## src/rtl/decrypted_write_buffer.sv

```systemverilog
// Write-posting FIFO for decrypted-region stores; head drives the memory port combinationally (1-cycle store-to-write).
// Backpressure: stall when full with no pop this cycle, when a flush is requested, or while draining for a flush.
module decrypted_write_buffer #(
  parameter int N     = 32,
  parameter int AW    = 15,
  parameter int DEPTH = 4
) (
  input  logic                     clk,
  input  logic                     rst,
  input  logic                     decrypted_we,
  input  logic [N-1:0]             decrypted_addr,
  input  logic [N-1:0]             data_input,
  input  logic                     host_req,
  input  logic                     flush,
  output logic                     stall,
  output logic                     mem_we,
  output logic [AW-1:0]            mem_addr,
  output logic [N-1:0]             mem_data,
  output logic [$clog2(DEPTH):0]   count,
  output logic                     flush_done,
  output logic                     range_err
);

  localparam int PW = $clog2(DEPTH);
  localparam int CW = PW + 1;

  typedef enum logic [1:0] {RUN, FLUSH, DONE} state_t;

  state_t          state_q, state_d;
  logic [AW-1:0]   addr_mem [DEPTH];
  logic [N-1:0]    data_mem [DEPTH];
  logic [PW-1:0]   wr_ptr, rd_ptr;
  logic            pop, push, accept, in_range, full;

  assign full     = (count == CW'(DEPTH));
  assign pop      = (count != '0) && !host_req;
  assign in_range = ((decrypted_addr >> AW) == '0);
  assign accept   = decrypted_we && !stall;
  assign push     = accept && in_range;

  assign mem_we   = pop;
  assign mem_addr = addr_mem[rd_ptr];
  assign mem_data = data_mem[rd_ptr];

  always_comb begin
    state_d    = state_q;
    flush_done = 1'b0;
    stall      = (state_q == FLUSH) || (full && decrypted_we && !pop) ||
                 (state_q == RUN && flush);
    case (state_q)
      RUN:     if (flush) state_d = FLUSH;
      // count is the registered value, so an empty-queue flush spends one cycle here
      FLUSH:   if (count == '0) state_d = DONE;
      DONE: begin
        flush_done = 1'b1;
        state_d    = RUN;
      end
      default: state_d = RUN;
    endcase
  end

  always_ff @(posedge clk) begin
    if (rst) begin
      state_q   <= RUN;
      wr_ptr    <= '0;
      rd_ptr    <= '0;
      count     <= '0;
      range_err <= 1'b0;
    end else begin
      state_q <= state_d;
      if (push) wr_ptr <= wr_ptr + 1'b1;
      if (pop)  rd_ptr <= rd_ptr + 1'b1;
      if (push && !pop)      count <= count + 1'b1;
      else if (pop && !push) count <= count - 1'b1;
      if (accept && !in_range) range_err <= 1'b1;
    end
  end

  // Storage needs no reset: entries are only visible between rd_ptr and wr_ptr.
  always_ff @(posedge clk) begin
    if (push) begin
      addr_mem[wr_ptr] <= decrypted_addr[AW-1:0];
      data_mem[wr_ptr] <= data_input;
    end
  end

endmodule

```

## config.mk

```make
export PLATFORM = sky130hd
export DESIGN_NAME = decrypted_write_buffer
export DESIGN_NICKNAME = d
export VERILOG_FILES = /design/src/rtl/decrypted_write_buffer.sv
export SDC_FILE = /design/constraint.sdc
export NUM_CORES = 1
export LEC_CHECK = 0
export BUFFER_PORTS_ARGS = -buffer_cell sky130_fd_sc_hd__buf_2
export CAP_MARGIN = 20
export CORE_UTILIZATION = 55
export CTS_BUF_LIST = sky130_fd_sc_hd__clkbuf_4
export DETAILED_ROUTE_END_ITERATION = 12
export PLACE_DENSITY = 0.78
export SYNTH_ARGS = -nofsm -noshare
export SYNTH_HDL_FRONTEND = slang
export SYNTH_SLANG_ARGS = --single-unit
```

## constraint.sdc

```tcl
create_clock -name clk -period 5.09 [get_ports clk]
set_input_delay 0.2545 -clock clk [delete_from_list [all_inputs] [get_ports clk]]
set_output_delay 0.2545 -clock clk [all_outputs]
set_load 0.01 [all_outputs]
```

==> results.toml, run 1 <==
[setup_path]
crit_path_start_kind = "flip-flop"
critical_setup_path_class = "flip-flop to output pin"
worst_ep_arrival_time_ns = 2.36
crit_required_ns = 4.84
critPathCaptureType = "output pin"
path_max_fanout = 47

[floorplanning]
floorplan.initialDensity = 0.563
placementRows = 42
floorplan.die.height_um = 118
ios = 123
core_area_sq_um = 13200
dieWidth_um = 118
dieArea_sq_um = 14000

[placement]
gpl_wtd_cong = 0.799
post-place-ws_ns = 2.50
placedInstanceArea_sq_um = 8220
dp_hpwl_um = 7850
placed_cells_incl_taps = 608
portBuffers = 122

[yosys]
yosys_warning_count = 0
avgSynthCellArea_sq_um = 23.4
syn-instance-count = 317
synthDominantAreaCellType = "edfxtp_1"
yosysSeqAreaShare = 0.792
synth-edff-count = 188
postSynthNetCount = 392
cell_types_with_the_largest_area_share_after_synthesis = "edfxtp_1 76%, mux4_2 14%, dfxtp_1 3.2%, ha_1 0.84%, buf_6 0.45%"
ys_types = 36
ys_seq_elements = 200
main_flop_type_after_synthesis = "edfxtp_1"
synth_top_area_frac = 0.760
synthesis.area_sq_um = 7430
ys_async_sr_fraction = 0

[drt]
firstDrtPassIters = 4
drcViolationCount = 0
route.detailed.vias_per_inst = 5.49
drt.antenna.violating_nets = 0
totalWireLength_um = 13100
via_count = 3780
drt-wirelength-per-cell_um = 19.1
dr.first_iter.drc_count = 370

[timing]
finish_stage_setup_viols = 0
tightest_slew_ns = 0.931
final_critical_path_setup_slack_ns = 2.48
finalSetupTns_ns = 0
layout_worst_path_cycle_share = 0.514
timing.final.hold_violations = 0
maxClockFrequency_mhz = 383
timing.clock.skew_ns = 0.00972
timing.max_slew.rel_slack = 0.379
worst_slack_on_hold_paths_ns = 0.0942
final_period_minus_worst_setup_slack_ns = 2.61
setup_repair_after_global_routing_missed_its_margin = "false"
timing_max_transition_violations_final = 0

[grt]
grt_antenna_before_repair = 0
gr-usage-all-layers = 0.202
grt_overflow_total = 0
met1_usage = 0.256
global_route.peak_usage_layer = "met2"
met3_usage = 0.0598
globalRouteMet2Util = 0.332
wire_length_of_the_first_global_routing_pass_um = 20600
pin_count_of_the_biggest_net_entering_global_routing = 48
via_count_of_the_first_global_routing_pass = 4005

[cts]
htree_num_levels = 4
cts_buffers = 17
cts_num_sinks = 200
clock_insertion_delay_worst_skew_ns = 0.55
cts.clk_slew.worst_paths_ns = 0.14
cts_tree = "done"
cts-root-buf = "clkbuf_4"
max-clock-path-buffers = 2

[layout]
drive_above_1_share = 0.416
antenna_cells = 0
area.growth.synth_to_final_pct = 21.9
number_of_standard_cells_in_the_final_layout_excluding_fillers = 688
num-nets-final = 575
final_core_util = 0.687
finish.instance_area_sq_um = 9060

[flow_run]
timing.max_cap.violations = 0

[power_and_ir_drop]
ir_worst_vdd_mv = 0.180
p_leak_nw = 3.08
power.density_cell_area_nw_per_um2 = 354
fin_total_pwr_mw = 3.20

[status]
status = "finished, final reports clean"

[worst_hold_path]
worstHoldPathType = "input port to flip-flop"
final timing paths:
kind                                  from           end  slack [ns]  depth (start not counted)
worst max-delay path             flip-flop  mem_data[13]        2.48                          2
worst min register to register  state_q[1]    state_q[1]        0.49                          1
worst max register to register    count[0]      count[2]        2.68                          9
worst min-delay path              host_req     flip-flop        0.09                          4
logic make-up (layout without fill, tap and decap cells):
logic type	after synthesis	in the layout	share of synthesized area
and+or+nand+nor	31	31	0.0248
buffers and inverters	17	212	0.0135
muxes	48	48	0.144
DFF	200	200	0.792
AOI/OAI and AO/OA	11	11	0.00960
xor gates and xnor gates	4	4	0.00472
adders and majority gates	6	6	0.0111
synth_stat cells (all sizes together) (2+ instances only):
cell type	number
xor2	2
o21ai	2
o31ai	2
nor2	8
and4	2
inv	5
dfxtp	12
nor4	3
clkbuf	2
or3	2
a21oi	4
edfxtp	188
nor3	3
xnor2	2
and3	4
buf	10
nand3	3
mux4	47
ha	5
report_power, final:
group	total, mW	internal, mW	switching, mW
registers	1.88	1.82	0.0657
clock network	0.929	0.447	0.482
logic	0.395	0.223	0.171
total	3.20	2.49	0.719
timing repair:
action | in CTS | in global routing
hold buffers | 49 | 0
buffers inserted | 0 | 0
gates resized for setup | 0 | 0
endpoints found under the hold margin | 199 | 0
layout by cell type (no fill, tap or decap), types with 2 or more instances in the layout:
| cell type | instances |
|---|---|
| edfxtp_1 | 188 |
| buf_2 | 122 |
| dlygate4sd3_1 | 49 |
| mux4_2 | 47 |
| clkbuf_4 | 19 |
| dfxtp_1 | 10 |
| nor2_1 | 8 |
| ha_1 | 5 |
| bufinv_16 | 5 |
| buf_4 | 5 |
| inv_1 | 4 |
| and3_2 | 4 |
| a21oi_1 | 4 |
| nor3_1 | 3 |
| nand3_1 | 3 |
| clkinvlp_4 | 3 |
| nor4_1 | 2 |
| xnor2_1 | 2 |
| xor2_1 | 2 |
| or3_1 | 2 |
| o31ai_1 | 2 |
worst max-delay path, stage by stage, from the launching register on:
cell,delay [ns]
dfxtp_4,1.00
mux4_2,0.63
buf_2,0.16
registers in the layout, indices dropped and copies added, names as in the netlist, named ones only:
| register | cells |
|---|---|
| state_q | 2 |
| range_err | 1 |
| data_mem | 128 |
| count | 3 |
| rd_ptr | 2 |
| addr_mem | 60 |
| wr_ptr | 2 |
final cells by class:
cell class | count | area, sq um
fillers | 863 | 4130
multi-input cells | 100 | 1450
clock inverters | 12 | 199
repair buffers | 176 | 1140
inverters | 5 | 18.8
flip-flops and latches | 200 | 5890
clock buffers | 19 | 143
well taps | 176 | 220
layer usage:
layer / vias to the layer above / part of all wire
li1: 1699 / -
met1: 1922 / 0.41
met2: 141 / 0.52
met3: 18 / 0.056
met4: 0 / 0.016
met5: - / 0
No activity file was read; power rests on OpenSTA's default activity.
==> inputs of run 2 (changes only) <==
--- a/config.mk
+++ b/config.mk
@@ -7,10 +7,10 @@
 export LEC_CHECK = 0
 export BUFFER_PORTS_ARGS = -buffer_cell sky130_fd_sc_hd__buf_2
 export CAP_MARGIN = 20
-export CORE_UTILIZATION = 55
+export CORE_UTILIZATION = 52
 export CTS_BUF_LIST = sky130_fd_sc_hd__clkbuf_4
 export DETAILED_ROUTE_END_ITERATION = 12
-export PLACE_DENSITY = 0.78
+export PLACE_DENSITY = 0.77
 export SYNTH_ARGS = -nofsm -noshare
 export SYNTH_HDL_FRONTEND = slang
 export SYNTH_SLANG_ARGS = --single-unit
==> constraint.sdc (replaced) <==
create_clock -name clk -period 2.3 [get_ports clk]
set_input_delay 0.115 -clock clk [delete_from_list [all_inputs] [get_ports clk]]
set_output_delay 0.115 -clock clk [all_outputs]
set_load 0.01 [all_outputs]
==> results.toml, run 2 (synthesized netlist as in run 1, its figures left out) <==
[power_and_ir_drop]
power.density_cell_area_nw_per_um2 = 766
p_leak_nw = 3.26
ir_worst_vdd_mv = 0.489

[placement]
gpl_wtd_cong = 0.705
dp_hpwl_um = 8000
post-place-ws_ns = -0.0802
portBuffers = 122
placedInstanceArea_sq_um = 8360

[setup_path]
worst_ep_arrival_time_ns = 2.75
critical_setup_path_class = "flip-flop to flip-flop"
path_max_fanout = 5
critPathCaptureType = "flip-flop"
crit_required_ns = 2.81
crit_path_start_kind = "flip-flop"

[timing]
worst_slack_on_hold_paths_ns = 0.185
layout_worst_path_cycle_share = 0.973
final_period_minus_worst_setup_slack_ns = 2.24
timing.max_slew.rel_slack = 0.719
tightest_slew_ns = 0.422
finish_stage_setup_viols = 0
maxClockFrequency_mhz = 447
final_critical_path_setup_slack_ns = 0.0621
timing.clock.skew_ns = 0.0234
timing_max_transition_violations_final = 0
timing.final.hold_violations = 0

[cts]
cts-root-buf = "clkbuf_4"
cts_num_sinks = 200
htree_num_levels = 4
cts_buffers = 17
cts_tree = "done"
max-clock-path-buffers = 2
clock_insertion_delay_worst_skew_ns = 0.56
cts.clk_slew.worst_paths_ns = 0.15

[floorplanning]
floorplan.initialDensity = 0.535
ios = 123
core_area_sq_um = 13900
placementRows = 43
dieArea_sq_um = 14800
dieWidth_um = 122
floorplan.die.height_um = 122

[grt]
wire_length_of_the_first_global_routing_pass_um = 21300
gr-usage-all-layers = 0.201
grt_overflow_total = 0
pin_count_of_the_biggest_net_entering_global_routing = 30
via_count_of_the_first_global_routing_pass = 4199
grt_antenna_before_repair = 1

[worst_hold_path]
worstHoldPathType = "input port to flip-flop"

[status]
status = "finished, final reports clean"

[drt]
drt.antenna.violating_nets = 0
via_count = 3897
totalWireLength_um = 13800
drt-wirelength-per-cell_um = 19.1
firstDrtPassIters = 4
route.detailed.vias_per_inst = 5.40
dr.first_iter.drc_count = 243
drcViolationCount = 0

[layout]
finish.instance_area_sq_um = 9410
num-nets-final = 603
mostFrequentLayoutCells = "188 x edfxtp_1, 122 x buf_2, 61 x dlygate4sd3_1"
final_common_cell = "edfxtp_1"
largest_register_ffs = 128
largestRegisters = "data_mem: 128 flops, addr_mem: 60 flops, count: 3 flops"
drive_above_1_share = 0.451
area.growth.synth_to_final_pct = 26.7
max_flop_register = "data_mem"
num-fill-cells = 919

[flow_run]
timing.max_cap.violations = 0
==> run 2: changes by cell type in the layout (fill, tap and decap cells not counted), sizes merged <==
cell,change
buf,+16
bufinv,-1
clkbuf,+2
clkinv,+4
clkinvlp,-3
diode,+1
dlygate4sd3,+12
inv,-1
==> run 2: layout make-up <==
cell class                 count  area, sq um  area share
clock inverter                11          158      0.0168
antenna                        1         2.50    0.000266
sequential                   200         5900       0.627
timing repair buffer         204         1440       0.153
multi-input combinational    100         1510       0.160
inverter                       5         18.8     0.00199
clock buffer                  21          158      0.0168
tap                          180          225      0.0239
==> run 2: critical path: stages (launching register included) <==
cell and delay (ns):
dfxtp_2 0.38, o21bai_2 0.16, and4_4 0.24, and2_4 0.15
ha_4 0.13, inv_2 0.04, fa_2 0.37, xor2_2 0.19
or3_1 0.38, a21oi_2 0.14
==> run 2: worst paths after layout <==
check	start	endpoint	slack, ns	cells after the start
min	decrypted_addr[20]	wr_ptr[0]	0.18	6
max	state_q[0]	count[2]	0.06	9
min reg2reg	state_q[1]	state_q[1]	0.45	1
max reg2reg	state_q[0]	count[2]	0.06	9
==> run 2: timing repair <==
action | in CTS | in global routing
gates resized for setup | 6 | 12
hold buffers | 61 | 0
endpoints found under the setup margin | 1 | 1
pin swaps | 1 | 7
hold endpoints to repair | 200 | 0
setup buffers | 1 | 6
==> run 2: power by group <==
group / internal [mW] / total, mW / switching, mW
combinational: 0.623 / 1.15 / 0.528
sequential: 4.03 / 4.10 / 0.0689
clock: 0.901 / 1.96 / 1.06
total: 5.55 / 7.21 / 1.66
==> run 2: stage by stage <==
stage                     power [mW]  cells  utilization  setup TNS, ns
after global placement          5.05    621        0.602              0
after global routing            7.49    722        0.678        -0.0221
after CTS                       7.16    715        0.672              0
after floorplan                 4.74    317            -              0
final                           7.21    722        0.678              0
after detailed placement        5.08    621        0.602        -0.0802
==> run 2: per-layer routing <==
layer	GRT usage	wire length, um
met1	0.243	5500
met2	0.338	7240
met3	0.0461	663
met4	0.104	359
met5	0	0
==> inputs of run 3 (changes only) <==
--- a/config.mk
+++ b/config.mk
@@ -7,10 +7,11 @@
 export LEC_CHECK = 0
 export BUFFER_PORTS_ARGS = -buffer_cell sky130_fd_sc_hd__buf_2
 export CAP_MARGIN = 20
-export CORE_UTILIZATION = 52
-export CTS_BUF_LIST = sky130_fd_sc_hd__clkbuf_4
+export CORE_UTILIZATION = 50
+export CTS_BUF_LIST = sky130_fd_sc_hd__clkbuf_4 sky130_fd_sc_hd__clkbuf_8 sky130_fd_sc_hd__clkbuf_16
 export DETAILED_ROUTE_END_ITERATION = 12
-export PLACE_DENSITY = 0.77
+export PLACE_DENSITY = 0.75
 export SYNTH_ARGS = -nofsm -noshare
 export SYNTH_HDL_FRONTEND = slang
 export SYNTH_SLANG_ARGS = --single-unit
+export TNS_END_PERCENT = 1
==> results.toml, run 3 (synthesized netlist as in run 1, its figures left out) <==
[flow_run]
timing.max_cap.violations = 0

[timing]
maxClockFrequency_mhz = 458
timing.max_slew.rel_slack = 0.742
timing_max_transition_violations_final = 0
worst_slack_on_hold_paths_ns = 0.113
finish_stage_setup_viols = 0
tightest_slew_ns = 0.387
layout_worst_path_cycle_share = 0.949
setup_repair_after_global_routing_missed_its_margin = "false"
timing.final.hold_violations = 0
final_period_minus_worst_setup_slack_ns = 2.18
timing.clock.skew_ns = 0.00671

[drt]
via_count = 3751
drt-wirelength-per-cell_um = 18.3
drt.antenna.violating_nets = 0
route.detailed.vias_per_inst = 5.30
totalWireLength_um = 13000
firstDrtPassIters = 4
dr.first_iter.drc_count = 132
drcViolationCount = 0

[layout]
number_of_standard_cells_in_the_final_layout_excluding_fillers = 708
final_core_util = 0.655
final_common_cell = "edfxtp_1"
area.growth.synth_to_final_pct = 28.3
mostFrequentLayoutCells = "188 x edfxtp_1, 122 x buf_2, 49 x dlygate4sd3_1"
finish.instance_area_sq_um = 9530
largestRegisters = "data_mem: 128 flops, addr_mem: 60 flops, count: 3 flops"
max_flop_register = "data_mem"
antenna_cells = 0
largest_register_ffs = 128
num-nets-final = 586
drive_above_1_share = 0.448

[setup_path]
worst_path_max_delay_cell = "dfxtp_4"
critPathCaptureType = "flip-flop"
critical_setup_path_class = "flip-flop to flip-flop"
worst_r2r_endpoint = "count[2]"
timing.reg2reg.setup_slack_ns = 0.12
crit_required_ns = 2.65
crit_path_start_kind = "flip-flop"
r2r_start = "count[1]"
critical-path-top-delay-family = "simple AND/OR/NAND/NOR gates"
critical_path_cell_count = 9
path_max_fanout = 4
crit_path_cell_trace = "nand4bb_4, and4_4, and2_1, ha_2, inv_1, fa_2, xor2_1, or3_1, a21oi_1"
worst_ep_arrival_time_ns = 2.53
worst_r2r_path_depth = 9
worst_path_largest_cell_delay_ns = 0.38
timing.critical_path.buf_inv = 1

[placement]
gpl_wtd_cong = 0.702
portBuffers = 122
placedInstanceArea_sq_um = 8360
placed_cells_incl_taps = 623
dp_hpwl_um = 7560

[floorplanning]
placementRows = 44
floorplan.initialDensity = 0.511
ios = 123
floorplan.die.height_um = 124
core_area_sq_um = 14500
dieWidth_um = 124
dieArea_sq_um = 15300

[grt]
met1_usage = 0.226
grt_overflow_total = 0
wire_length_of_the_first_global_routing_pass_um = 19700
grt_antenna_before_repair = 0
pin_count_of_the_biggest_net_entering_global_routing = 48
gr-usage-all-layers = 0.179
globalRouteMet2Util = 0.301
global_route.peak_usage_layer = "met2"
met3_usage = 0.0481
via_count_of_the_first_global_routing_pass = 3962

[power_and_ir_drop]
ir_worst_vdd_mv = 0.662
power.density_cell_area_nw_per_um2 = 848
p_leak_nw = 3.29

[cts]
cts_num_sinks = 200
cts_tree = "done"
cts_buffers = 17
cts.clk_slew.worst_paths_ns = 0.07
max-clock-path-buffers = 2
cts-root-buf = "clkbuf_16"
clock_insertion_delay_worst_skew_ns = 0.42
htree_num_levels = 4

[worst_hold_path]
launch_instance_of_the_worst_min_delay_path = "decrypted_addr[29]"
hold_path_depth = 4
worstHoldPathType = "input port to flip-flop"
timing.hold.worst_endpoint = "wr_ptr[0]"

[status]
status = "finished, final reports clean"
## run 3: how the worst max path moves through the flow
stage               startpoint             end
global placement      count[0]        count[2]
CTS                   count[0]        count[2]
finish                count[1]        count[2]
detailed placement    count[0]        count[2]
global route          count[0]        count[2]
floorplan             count[0]  addr_mem[1][0]
## run 3: final cells by class
type | count | area (sq um)
flip-flops and latches | 200 | 5900
well taps | 184 | 230
multi-input cells | 100 | 1480
clock inverters | 8 | 95.1
fillers | 988 | 5010
inverters | 5 | 18.8
clock buffers | 24 | 503
repair buffers | 187 | 1300
## run 3: per-layer routing
layer	wire, um	share of wire
met3	585	0.045
met5	0	0
met1	5500	0.42
met2	6770	0.52
met4	135	0.010
## run 3: what timing repair did
| item | 4_1_cts | 5_1_grt |
|---|---|---|
| resized for setup | 2 | 10 |
| pin swaps | 0 | 1 |
| endpoints found under the hold margin | 195 | 0 |
| buffers inserted | 0 | 4 |
| setup endpoints to repair | 1 | 1 |
| hold buffers | 49 | 0 |
## run 3: where the power goes
part | switching, mW | leakage, nW | internal, mW | total (mW)
combinational | 0.494 | 1.20 | 0.569 | 1.06
sequential | 0.0605 | 1.79 | 4.03 | 4.09
clock | 1.18 | 0.296 | 1.75 | 2.92
## run 3: worst reg2reg max path, stage by stage (launching register included)
cell       delay [ns]
dfxtp_4          0.38
nand4bb_4        0.16
and4_4           0.23
and2_1           0.14
ha_2             0.19
inv_1            0.06
fa_2             0.33
xor2_1           0.18
or3_1            0.31
a21oi_1          0.13
## run 3: metrics by stage
stage | setup TNS, ns | power, mW | worst slack (ns)
2_1_floorplan | -27.67 | 4.74 | -0.196
3_3_place_gp | 0 | 5.04 | 0.0734
3_5_place_dp | -0.0473 | 5.07 | -0.0473
4_1_cts | 0 | 8.05 | 0.000994
5_1_grt | 0 | 8.37 | 0.00680
6_report | 0 | 8.08 | 0.116
